<file path="config.mk">
export PLATFORM = sky130hd
export DESIGN_NAME = ifetch_unit
export DESIGN_NICKNAME = d
export VERILOG_FILES = /design/src/rtl/ifetch_unit.sv
export SDC_FILE = /design/constraint.sdc
export NUM_CORES = 1
export LEC_CHECK = 0
export CORE_ASPECT_RATIO = 0.7
export CORE_MARGIN = 5
export CORE_UTILIZATION = 44
export CTS_CLUSTER_DIAMETER = 50
export CTS_CLUSTER_SIZE = 14
export DETAILED_ROUTE_END_ITERATION = 8
export HOLD_SLACK_MARGIN = 0.06
export PLACE_DENSITY = 0.82
export SYNTH_ARGS = -nofsm -noshare
export SYNTH_HDL_FRONTEND = slang
export SYNTH_SLANG_ARGS = --single-unit
</file>
<file path="constraint.sdc">
create_clock -name clock -period 3.2 [get_ports clock]
set_clock_uncertainty 0.1 [all_clocks]
set_input_delay 0.96 -clock clock [delete_from_list [all_inputs] [get_ports clock]]
set_output_delay 0.96 -clock clock [all_outputs]
set_load 0.02 [all_outputs]
</file>
<file path="src/rtl/ifetch_unit.sv">
// Instruction-fetch stage: owns the PC, fetches over a req/ack handshake and
// selects the next PC from execute results when the current instruction commits.
module ifetch_unit #(
   parameter logic [31:0] RESET_PC      = 32'h0000_0000,
   parameter int          FETCH_TIMEOUT = 255
) (
   input  logic        clock,
   input  logic        reset,
   input  logic [31:0] Addr_Result,
   input  logic        Zero,
   input  logic [31:0] Read_data_1,
   input  logic        Branch,
   input  logic        nBranch,
   input  logic        Jmp,
   input  logic        Jal,
   input  logic        Jr,
   input  logic        hold,
   input  logic [31:0] imem_rdata,
   input  logic        imem_ack,
   output logic        imem_req,
   output logic [31:0] imem_addr,
   output logic [31:0] Instruction,
   output logic        inst_valid,
   output logic [31:0] PC_plus_4,
   output logic [31:0] link_addr,
   output logic        fetch_err
);

   typedef enum logic [1:0] {
      S_FETCH,
      S_EXEC,
      S_HALT
   } state_t;

   // The counter holds completed no-ack cycles; the cycle that would make it
   // reach FETCH_TIMEOUT is the one that raises the error.
   localparam logic [15:0] TIMEOUT_LAST = 16'(FETCH_TIMEOUT - 1);

   state_t      r_state;
   state_t      w_nextState;
   logic [31:0] r_pc;
   logic [31:0] r_instruction;
   logic [31:0] r_linkAddr;
   logic        r_fetchErr;
   logic [15:0] r_timeoutCnt;

   logic        w_fetchDone;
   logic        w_timeout;
   logic        w_commit;
   logic        w_takeBranch;
   logic [31:0] w_pcPlus4;
   logic [31:0] w_nextPcRaw;
   logic [31:0] w_nextPc;

   assign w_pcPlus4    = r_pc + 32'd4;
   assign w_fetchDone  = (r_state == S_FETCH) && imem_ack;
   assign w_timeout    = (r_state == S_FETCH) && !imem_ack && (r_timeoutCnt == TIMEOUT_LAST);
   assign w_commit     = (r_state == S_EXEC) && !hold;
   assign w_takeBranch = (Branch && Zero) || (nBranch && !Zero);

   always_ff @(posedge clock) begin
      if (reset) begin
         r_state <= S_FETCH;
      end else begin
         r_state <= w_nextState;
      end
   end

   always_comb begin
      w_nextState = r_state;
      case (r_state)
         S_FETCH: begin
            if (imem_ack) begin
               w_nextState = S_EXEC;
            end else if (w_timeout) begin
               w_nextState = S_HALT;
            end
         end
         S_EXEC: begin
            if (!hold) begin
               w_nextState = S_FETCH;
            end
         end
         S_HALT:  w_nextState = S_HALT;
         default: w_nextState = S_FETCH;
      endcase
   end

   always_comb begin
      imem_req   = 1'b0;
      inst_valid = 1'b0;
      case (r_state)
         S_FETCH: imem_req   = 1'b1;
         S_EXEC:  inst_valid = 1'b1;
         default: ;
      endcase
   end

   // Jr outranks jumps, which outrank conditional branches.
   always_comb begin
      w_nextPcRaw = w_pcPlus4;
      if (Jr) begin
         w_nextPcRaw = Read_data_1;
      end else if (Jmp || Jal) begin
         w_nextPcRaw = {w_pcPlus4[31:28], r_instruction[25:0], 2'b00};
      end else if (w_takeBranch) begin
         w_nextPcRaw = Addr_Result;
      end
      w_nextPc = {w_nextPcRaw[31:2], 2'b00};
   end

   always_ff @(posedge clock) begin
      if (reset) begin
         r_pc          <= RESET_PC;
         r_instruction <= 32'h0;
         r_linkAddr    <= 32'h0;
         r_fetchErr    <= 1'b0;
         r_timeoutCnt  <= 16'h0;
      end else begin
         if (w_fetchDone) begin
            r_instruction <= imem_rdata;
            r_timeoutCnt  <= 16'h0;
         end else if (w_timeout) begin
            r_fetchErr    <= 1'b1;
            r_timeoutCnt  <= 16'h0;
         end else if (r_state == S_FETCH) begin
            r_timeoutCnt  <= r_timeoutCnt + 16'd1;
         end
         if (w_commit) begin
            r_pc <= w_nextPc;
            if (Jal) begin
               r_linkAddr <= w_pcPlus4;
            end
         end
      end
   end

   assign imem_addr   = r_pc;
   assign PC_plus_4   = w_pcPlus4;
   assign Instruction = r_instruction;
   assign link_addr   = r_linkAddr;
   assign fetch_err   = r_fetchErr;

endmodule

</file>
==> run metrics <==
Post-Layout Inst Area 9370 µm²; post-layout min period 3170 ps; clock root buffer clkbuf_16; leakage 0.00376 µW; Synth Area in XOR/XNOR 0.0609; crit end category output port; die height 106 µm; Synth warnings 0; DRC viols 0; worst slew pin tran 794 ps; GR Overflow Total 0; relative slew slack 0.463; Initial DRT Pass Iterations 6; Hold Worst Slack 359 ps; Final Hold Fails 0; hold endpoint Instruction[28]; H-tree depth 3; Layout area overhead 63.3%; Starting Density 0.455; unique cell type count in the Yosys netlist 64; Core Util, Final 0.744; f_max 316 MHz; peak supply drop 0.289 mV; min-delay src Instruction[28]; I/O Buffers 226; Rows 34; most frequent cells in the layout clkdlybuf4s50_1, buf_4, nand2_1; First DRT Iteration DRCs 685; die span in x 146 µm; all-layer global routing usage 0.297; # IOs 237; Worst R2R Path Depth 8; CP Data Arrival Time 2110 ps; cells after synthesis 744; Worst Path Max Fanout 4; Post-DP Area 8880 µm²; post-synthesis simple-gate area fraction 0.270; post-synthesis sequential area ratio 0.388; vias in the first global route 6729; TritonCTS clock tree built; Worst-path clk slew 80 ps; drt via density 5.75; nets 1160; CTS buffer count 9; post-DP HPWL 18200 µm; Synth Flop Type dfxtp_1; clock sinks 111; mux cell area share after synthesis 0.00371; initial antenna violation count 1; share of layout cells above drive strength 1 0.210; Clock Latency Late Sink 350 ps; pin count of the biggest net entering global routing 52; final period utilization 0.989; most common cell after layout, fill and taps aside clkdlybuf4s50_1; CTS max path bufs 2; first-pass GRT wire length 36600 µm; Compound-Gate Fraction of Synth Area 0.214; Startpoint Class register; worst hold stages 2; flop and latch count out of synthesis 111; reg2reg end imem_addr[16]; max-slew violations 0; Synth async-reset ratio 0; syn avg cell area 7.71 µm²; status complete, no violations; main combinational cell family by area after synthesis simple AND/OR/NAND/NOR gates; vias 6999; PwrDens 358 nW/µm²; Max-cap violations 0; adder-cell share of the synthesized area 0.00655; Routed Antenna Nets 0; Core Area 12600 µm²; routability congestion estimate 0.920; Hold Path Class register to register; R2R Path Start imem_addr[2]; r2r setup slk 1010 ps; final setup violation count 0; number of flops mapped to enable cells by yosys 0; WS Path Type register to output port; unrepaired setup endpoints after global routing yes; final WL 24200 µm; Post-Syn Area 5730 µm²; wire length per cell 19.9 µm; Ant. Diodes 0; WP data required 2140 ps; full die area 15500 µm²
## worst max-delay path by stage
stage,start,endpoint
after global routing,imem_addr[3],PC_plus_4[29]
after CTS,imem_addr[2],PC_plus_4[18]
after floorplan,imem_addr[4],PC_plus_4[29]
after global placement,imem_addr[2],PC_plus_4[18]
after detailed placement,imem_addr[2],PC_plus_4[29]
final,imem_addr[3],PC_plus_4[29]
## cell type report
class | count | area, µm²
clock buffers | 11 | 243
clock inverters | 4 | 31.3
fillers | 950 | 3230
inverters | 18 | 67.6
multi-input cells | 561 | 3420
flip-flops and latches | 111 | 2240
well taps | 162 | 203
repair buffers | 350 | 3160
## critical path, stage by stage, from the launching register on
cell	delay, ps
dfxtp_2	360
nand4_1	130
or3_4	350
or4_4	530
xor2_2	170
inv_1	60
buf_2	150
## sequential cells by signal, indices dropped and copies added (netlist names)
signal / cells
imem_addr: 30
Instruction: 32
r_state: 2
fetch_err: 1
link_addr: 30
r_timeoutCnt: 16
## power breakdown
part	switching [µW]	leakage [µW]	internal [µW]
combinational	395	0.00273	370
sequential	51.8	0.000910	1440
clock	547	0.000124	550
## logic make-up after synthesis
group,after synthesis
AOI/OAI and AO/OA,189
xor gates and xnor gates,39
adders and majority gates,3
buffers and inverters,77
DFF,111
muxes,2
other,1
and+or+nand+nor,322
## synth_stat cells, drive strengths merged, types with 3 or more instances
library cell | count | area share
dfxtp | 111 | 0.39
o21ba | 6 | 0.010
or2 | 4 | 0.0044
nand3 | 20 | 0.017
o311ai | 5 | 0.0076
a31oi | 8 | 0.0087
nand2 | 120 | 0.079
o21a | 4 | 0.0052
nand2b | 6 | 0.0065
xnor2 | 20 | 0.032
nor2 | 72 | 0.047
buf | 17 | 0.017
nand4 | 17 | 0.021
inv | 18 | 0.012
o21ai | 39 | 0.034
a221oi | 7 | 0.011
or4 | 3 | 0.0059
and4 | 7 | 0.011
and2 | 4 | 0.0044
xor2 | 19 | 0.029
o221ai | 3 | 0.0046
a2111oi | 3 | 0.0046
ha | 3 | 0.0065
a221o | 5 | 0.0087
a21o | 3 | 0.0039
nor3 | 31 | 0.027
a21oi | 64 | 0.056
a211oi | 16 | 0.022
or3 | 8 | 0.0096
clkbuf | 42 | 0.028
nor4 | 10 | 0.013
o22ai | 6 | 0.0065
and3 | 12 | 0.013
o31a | 3 | 0.0046
## routing by layer
layer	wire length, µm	share of wire	track usage	up-vias
met5	13	0.00054	0	-
met4	665	0.028	0.0785	2
met3	2770	0.11	0.0970	61
met2	11000	0.46	0.483	385
met1	9670	0.40	0.384	3307
li1	-	-	-	3244
## metrics by stage
step | power (µW) | instances | TNS, ps | worst slack (ps)
4_1_cts | 3340 | 1214 | 0 | 5.68
3_5_place_dp | 2270 | 1196 | -792 | -105
5_1_grt | 3450 | 1217 | -126 | -45.8
2_1_floorplan | 1850 | 749 | 0 | 116
3_3_place_gp | 2260 | 1196 | -531 | -103
6_report | 3350 | 1217 | 0 | 34.2
## what timing repair did
item                       in CTS  in global routing
setup buffers                   3                  3
pin swaps                       8                 11
gates resized for setup       100                 41
hold buffers                    0                  0
setup endpoints to repair      24                 21
Power figures use the tool's default switching activity.
